File: src/rtl/serial_add_seq.sv
// ============================================================================
// serial_add_seq
// ----------------------------------------------------------------------------
// Bit-serial adder sequencer. Accepts a pair of WIDTH-bit operands over a
// valid/ready handshake, then clocks a single 1-bit full-adder cell LSB-first
// for WIDTH cycles with the carry held in a flop. The WIDTH-bit sum and the
// carry-out are returned over a second valid/ready handshake.
//
// Configuration macro:
//   SERIAL_ADD_SUB_EN - adds the 'sub' port. With sub=1 at accept the block
//                       computes (a - b) mod 2^WIDTH by loading ~b and a
//                       forced carry-in of 1; cout then reads as "no borrow".
//
// Parameters:
//   WIDTH      - operand/result width in bits (>= 2).
//
// Ports:
//   clk        - rising-edge clock.
//   rst_n      - asynchronous active-low reset.
//   in_valid   - operands (and mode) present.
//   in_ready   - block can accept operands (state is IDLE).
//   a, b       - WIDTH-bit operands, sampled only on the accept edge.
//   cin        - carry-in, sampled only on the accept edge.
//   sub        - subtract mode (only with SERIAL_ADD_SUB_EN).
//   out_valid  - result valid (state is DONE).
//   out_ready  - consumer accepts the result.
//   sum        - registered WIDTH-bit result.
//   cout       - registered carry-out / no-borrow flag.
//   busy       - serial addition in progress (state is RUN).
// ============================================================================
module serial_add_seq #(
    parameter int WIDTH = 8
) (
    input  logic             clk,
    input  logic             rst_n,
    input  logic             in_valid,
    output logic             in_ready,
    input  logic [WIDTH-1:0] a,
    input  logic [WIDTH-1:0] b,
    input  logic             cin,
`ifdef SERIAL_ADD_SUB_EN
    input  logic             sub,
`endif
    output logic             out_valid,
    input  logic             out_ready,
    output logic [WIDTH-1:0] sum,
    output logic             cout,
    output logic             busy
);

    localparam int CNT_W = $clog2(WIDTH);

    localparam logic [1:0] ST_IDLE = 2'd0;
    localparam logic [1:0] ST_RUN  = 2'd1;
    localparam logic [1:0] ST_DONE = 2'd2;

    logic [1:0]       state_q, state_d;
    logic [WIDTH-1:0] sa_q, sa_d;
    logic [WIDTH-1:0] sb_q, sb_d;
    logic [WIDTH-1:0] res_q, res_d;
    logic [CNT_W-1:0] cnt_q, cnt_d;
    logic             carry_q, carry_d;
    logic [WIDTH-1:0] sum_q, sum_d;
    logic             cout_q, cout_d;

    // The shared full-adder cell
    logic fa_s;
    logic fa_c;
    logic last_bit;

    // Operand B and carry-in as presented to the shift register at accept
    logic [WIDTH-1:0] b_load;
    logic             cin_load;

    always_comb begin
        fa_s = sa_q[0] ^ sb_q[0] ^ carry_q;
        fa_c = (sa_q[0] & sb_q[0]) | (sa_q[0] & carry_q) | (sb_q[0] & carry_q);
    end

    assign last_bit = (cnt_q == CNT_W'(WIDTH - 1));

`ifdef SERIAL_ADD_SUB_EN
    // Two's-complement subtract: a + ~b + 1; the external carry-in is ignored.
    always_comb begin
        b_load   = sub ? ~b : b;
        cin_load = sub ? 1'b1 : cin;
    end
`else
    always_comb begin
        b_load   = b;
        cin_load = cin;
    end
`endif

    always_comb begin
        state_d = state_q;
        sa_d    = sa_q;
        sb_d    = sb_q;
        res_d   = res_q;
        cnt_d   = cnt_q;
        carry_d = carry_q;
        sum_d   = sum_q;
        cout_d  = cout_q;

        case (state_q)
            ST_IDLE: begin
                if (in_valid) begin
                    sa_d    = a;
                    sb_d    = b_load;
                    carry_d = cin_load;
                    res_d   = '0;
                    cnt_d   = '0;
                    state_d = ST_RUN;
                end
            end

            ST_RUN: begin
                sa_d    = {1'b0, sa_q[WIDTH-1:1]};
                sb_d    = {1'b0, sb_q[WIDTH-1:1]};
                // Sum bits enter at the MSB so that after WIDTH shifts the
                // first (LSB) bit has reached position 0.
                res_d   = {fa_s, res_q[WIDTH-1:1]};
                carry_d = fa_c;
                cnt_d   = cnt_q + CNT_W'(1);
                if (last_bit) begin
                    sum_d   = {fa_s, res_q[WIDTH-1:1]};
                    cout_d  = fa_c;
                    state_d = ST_DONE;
                end
            end

            ST_DONE: begin
                if (out_ready) begin
                    state_d = ST_IDLE;
                end
            end

            default: begin
                state_d = ST_IDLE;
            end
        endcase
    end

    always_ff @(posedge clk or negedge rst_n) begin
        if (!rst_n) begin
            state_q <= ST_IDLE;
            sa_q    <= '0;
            sb_q    <= '0;
            res_q   <= '0;
            cnt_q   <= '0;
            carry_q <= 1'b0;
            sum_q   <= '0;
            cout_q  <= 1'b0;
        end else begin
            state_q <= state_d;
            sa_q    <= sa_d;
            sb_q    <= sb_d;
            res_q   <= res_d;
            cnt_q   <= cnt_d;
            carry_q <= carry_d;
            sum_q   <= sum_d;
            cout_q  <= cout_d;
        end
    end

    assign in_ready  = (state_q == ST_IDLE);
    assign out_valid = (state_q == ST_DONE);
    assign busy      = (state_q == ST_RUN);
    assign sum       = sum_q;
    assign cout      = cout_q;

endmodule

File: config.mk
export PLATFORM = sky130hd
export DESIGN_NAME = serial_add_seq
export DESIGN_NICKNAME = d
export VERILOG_FILES = /design/src/rtl/serial_add_seq.sv
export SDC_FILE = /design/constraint.sdc
export NUM_CORES = 1
export LEC_CHECK = 0
export ABC_CLOCK_PERIOD_IN_PS = 1490
export BUFFER_PORTS_ARGS = -buffer_cell sky130_fd_sc_hd__buf_2
export CELL_PAD_IN_SITES_DETAIL_PLACEMENT = 1
export CELL_PAD_IN_SITES_GLOBAL_PLACEMENT = 1
export CORE_ASPECT_RATIO = 0.5
export CORE_MARGIN = 5
export CORE_UTILIZATION = 40
export CTS_CLUSTER_SIZE = 28
export DETAILED_ROUTE_END_ITERATION = 6
export PLACE_DENSITY_LB_ADDON = 0.05
export SLEW_MARGIN = 10
export SYNTH_ARGS = -nofsm -noshare
export SYNTH_HDL_FRONTEND = slang
export SYNTH_SLANG_ARGS = --single-unit
File: constraint.sdc
create_clock -name clk -period 1.49 [get_ports clk]
set_input_delay 0.2235 -clock clk [delete_from_list [all_inputs] [get_ports clk]]
set_output_delay 0.2235 -clock clk [all_outputs]
set_load 0.05 [all_outputs]
Yosys cells after proc, flatten, opt, wreduce, memory -nomap -nowiden:

Cells that the tools add are included.

* register bits: 39
* bits of input ports: 21
* bits in latches: 0
* output and inout bits: 12
* RAM bits: 0
* word-level logic and storage cells: 41
* memories kept: 0
* ROM bits: 0

* $add $sub $neg: 1
* shifts and indexed selects: 0
* $lt $le $gt $ge: 0
* reduce and logical (&&, ||, !) cells: 5
* equality and inequality tests: 6
* multiply operators: 0
* multiplexer cells: 14
* bitwise logic cells: 7
* divide/modulo/power cells: 0

Operator list (number)
* case mux 8 bit (2 select lines): 3
* 2-to-1 mux 8 bit: 3
* 2-to-1 mux 2 bit: 3
* case mux 2 bit (3 select lines): 1
* case mux 3 bit (2 select lines): 1
* inequality test 2 x 1 -> 1 bit (second input constant): 2
* AND reduction 2 bit: 2
* adder 3 x 1 -> 3 bit (second input constant): 1
* bitwise AND 1 bit: 3
* == test 3 bit (second input constant): 1
* 2-to-1 mux 3 bit: 1
* AND reduction 3 bit: 1
* == test 2 x 1 -> 1 bit (second input constant): 1
* == test 2 bit (second input constant): 1
* zero test 2 bit: 1
* inequality test 2 bit (second input constant): 1
* bitwise OR 1 bit: 2
* case mux 1 bit (2 select lines): 1
* nonzero test 2 bit: 1
* bitwise XOR 1 bit: 2
* 2-to-1 mux 1 bit: 1

Depth between registers and ports, before layout:

* word-level depth: 4
* depth in mapped cells: 5
* mapped depth without buffers: 4

Worst setup path after synthesis:

OpenSTA, ideal clock, no wires.

* kind: register -> register
* start point: register state_q[0]
* end point: register carry_q
* stages on the path, launching flop included: 4
* arrival time: 1255 ps
* slack: 64 ps
* data required time: 1319 ps
* period minus slack after synthesis: 1426 ps
* library setup time: 171 ps
* path buffers: 1
* cell sequence: dfrtp_1 buf_6 nor2_2 a222oi_1

* word-level cells in the longest chain between the ends: 3
* elaborated cells on any way between the ends: 6
* classes of those cells: 2 x eq/ne; 1 x mux; 3 x reduce/logical

RTL lines
* start, declared: line 57 `logic [1:0] state_q, state_d;`
* start signal, assigned: line 155 `state_q <= state_d;`
* zero test 2 bit (*)
* via in_ready: line 37 `output logic in_ready,`
* inequality test 2 bit (no source line) or nonzero test 2 bit (tied branches)
* AND reduction 2 bit (no source line)
* end signal, assigned: line 160 `carry_q <= carry_d;`
* end, declared: line 62 `logic carry_q, carry_d;`

The timed path passes the listed nets; every way through them passes the cells marked *.
A chain may end at the register's enable or synchronous reset.

Worst setup path after layout:

* start point: register cnt_q[0]
* end point: register sum_q[7], in the netlist sum[7]

* word-level cells in the longest chain between the ends: 2

RTL lines
* start, declared: line 61 `logic [CNT_W-1:0] cnt_q, cnt_d;`
* start signal, assigned: line 159 `cnt_q <= cnt_d;`
* == test 3 bit: line 80 `assign last_bit = (cnt_q == CNT_W'(WIDTH - 1));`
* AND reduction 2 bit (no source line)
* end signal, assigned: line 161 `sum_q <= sum_d;`
* end, declared: line 63 `logic [WIDTH-1:0] sum_q, sum_d;`

No other way between the ends.

==> qor.txt <==
CTS sink cnt = 38
Vias = 1,278
Crit path buf inv count = 1
Post-route ant nets = 0
P&R area growth vs syn = 24.36%
Nets@finish = 212
I/O pins = 33
I/O Buffers = 32
Diodes inserted = 0
Cells after Synth = 145
CP Class = flip-flop to flip-flop
P_leak = 1.145 nW
First-pass detailed-route iteration total = 5
Main combinational cell family by area after synthesis = simple AND/OR/NAND/NOR gates
Synth warn = 0
Setup crit start kind = flip-flop
Final number of hold-violating endpoints = 0
Final Routed Wirelength = 4.121 mm
Compound-Gate Fraction of Synth Area = 14.66%
Rows = 17
Slew margin rel. = 79.60%
Clock buffer depth = 2
Hold Slack = 0.1194 ns
Internal = 3.303 mW
Die footprint = 0.006371 mm²
Xor-xnor portion of the synthesized cell area = 0%
Slew @ Worst Pin = 0.3017 ns
First-pass GRT wire length = 6.768 mm
Starting Density = 42.59%
Global route overflow = 0
Hold Path Class = input port to flip-flop
WL/cell = 16.16 µm
Gp weighted congestion = 0.6757
H-tree depth = 2
Final-report max-slew violation count = 0
Crit path DAT = 1.63 ns
Logic pwr share = 45.8%
Worst Path Max Fanout = 9
1st-iter DRT viols = 57
Die W = 108.0 µm
Mapped cell area = 0.001921 mm²
Chip Height = 59.00 µm
Switching Fraction = 37.95%
Synth area leaders = dfrtp_1, mux2_4, nor4b_2
Initial antenna violation count = 0
Largest stage delay, worst path = 0.39 ns
Clock Root Buffer = clkbuf_8
Global router's overall resource usage = 14.09%
NetSw = 2.020 mW
Clock Latency Late Sink = 0.30 ns
Flop pwr share = 33.6%
Post-synthesis mux area share = 7.622%
Clock share of power = 20.6%
Critical-path top delay cell = dfrtp_1
Status = completed
Setup_tns = 0 ns
Core box area = 0.004509 mm²
Dpl hpwl = 2.692 mm
Vias in the first global route = 1,385
Setup violators final = 0
DR vias/cell = 5.012
Max Cap Violations = 0
Syn nets = 169
Clk slew on worst S/H paths = 0.08 ns
Largest net degree at the start of global routing = 39
Mean area per synthesized cell = 13.25 µm²
Share of layout cells above drive strength 1 = 44.97%
Minimum clock period = 1.447 ns
Post-synthesis register bit count = 38
DRC = 0
Synthesized-area fraction occupied by adder cells = 2.345%
CP cell instances = ha_1 -> ha_2 -> nand3b_4 -> buf_12 -> mux2_4
Yosys cell types = 30
Period utilization = 97.09%
TritonCTS Buffers = 5
Post-synthesis sequential area ratio = 49.51%
Yosys top cell area share = 49.51%
Maximum vdd drop = 0.8786 mV
RSZ-0062 raised after global routing = no
WP data required = 1.67 ns
Pwr/cell area = 2228 mW/mm²
Worst Setup End Kind = flip-flop
Fmax = 691.2 MHz
Post-synthesis simple-gate area fraction = 16.55%
Worst Skew = 0.003692 ns
CP delay by family, top = adder cells
CTS tree = yes
Most area-hungry cell type in the Yosys netlist = dfrtp_1
-- synth_stat cells (all sizes together) --
cell	instances
nand4bb	1
nand2b	3
inv	18
nor4b	12
nor2b	3
dfrtp	38
a21oi	1
o311ai	1
a22o	9
clkbuf	2
o21ai	1
buf	10
o21bai	1
nor3b	12
nand3b	1
mux2	10
and2b	1
a222oi	3
ha	2
fa	1
a32o	1
nand2	1
nor2	1
a211oi	12
-- metal layers --
layer	wire (µm)	part of all wire, %	track usage [%]
met1	2043	50	17.83
met2	1864	45	22.70
met3	185	4.5	4.679
met4	27	0.66	5.396
met5	0	0	0
-- state kept, by name, summed over array words and instances, names as in the netlist --
signal,count
sa_q,8
cnt_q,3
sum,8
state_q,2
res_q,7
cout,1
carry_q,1
sb_q,8
-- per-stage QoR --
stage	worst slack (ns)	power, mW	area (µm²)	std cells	util (%)
2_1_floorplan	0.06356	3.606	1921	145	-
3_3_place_gp	0.05987	4.040	2172	242	48.17
3_5_place_dp	0.02005	4.111	2172	242	48.17
4_1_cts	0.002224	5.277	2335	251	51.78
5_1_grt	0.003023	5.652	2389	255	52.97
6_report	0.04333	5.323	2389	255	52.97
-- timing repair --
item | CTS | global route
setup buffers | 0 | 4
endpoints found under the setup margin | 3 | 12
hold buffers | 1 | 0
hold endpoints to repair | 38 | 0
resized for setup | 5 | 5
gates cloned | 0 | 0
-- power by group through the flow --
stage                     Sequential (mW)  Combinational (mW)  Clock [mW]
after floorplan                      2.07                1.54           0
after global placement               1.79                2.25           0
after detailed placement             1.80                2.31           0
after CTS                            1.79                2.35        1.14
after global routing                 1.84                2.64        1.17
final                                1.79                2.44        1.10
-- cell type report --
cell class,instances,area (µm²)
Clock buffer,6,82.58
Clock inverter,2,60.06
Fill cell,484,2121
Inverter,18,67.56
Multi-Input combinational cell,77,808.3
Sequential cell,38,952.2
Tap cell,66,82.58
Timing Repair Buffer,48,335.3
-- worst paths after layout --
kind | start | endpoint | slack (ns) | cells past startpoint
setup / recovery | cnt_q[0] | sum[7] | 0.04 | 5
hold / removal | out_ready | state_q[1] | 0.12 | 2
setup reg to reg | cnt_q[0] | sum[7] | 0.04 | 5
hold reg to reg | sb_q[7] | sb_q[7] | 0.50 | 1
max in group asynchronous | rst_n | state_q[0] | 0.86 | 3
min in group asynchronous | rst_n | sum[4] | 0.42 | 3
-- kinds of logic after synthesis --
| kind of cell | after synthesis |
|---|---|
| muxes | 10 |
| AOI/OAI and AO/OA | 29 |
| and+or+nand+nor | 35 |
| buffers and inverters | 30 |
| adders and majority gates | 3 |
| DFF | 38 |
-- layout by cell type, fill, tap and decap left out --
cell type	netlist	layout
a21oi_1	1	1
buf_4	3	13
nand2b_1	3	3
and2b_4	0	1
o21bai_4	1	1
nand3b_4	0	1
fa_1	1	1
dlygate4sd3_1	0	1
a211oi_1	5	5
buf_2	1	29
dfrtp_1	38	37
a222oi_1	3	3
nor2b_1	3	3
nor3b_1	12	12
nand2_1	1	1
nand4bb_1	1	1
nor4b_1	5	5
buf_6	5	2
bufinv_16	0	2
dfrtp_2	0	1
o311ai_0	1	1
clkbuf_8	0	6
a32o_1	1	1
a22o_1	9	9
a211oi_2	7	7
mux2_2	1	1
ha_1	2	1
inv_1	18	18
nor2_4	0	1
buf_12	1	3
ha_2	0	1
mux2_4	9	9
o21ai_0	1	1
nor4b_2	7	7
Power figures use the tool's default switching activity.
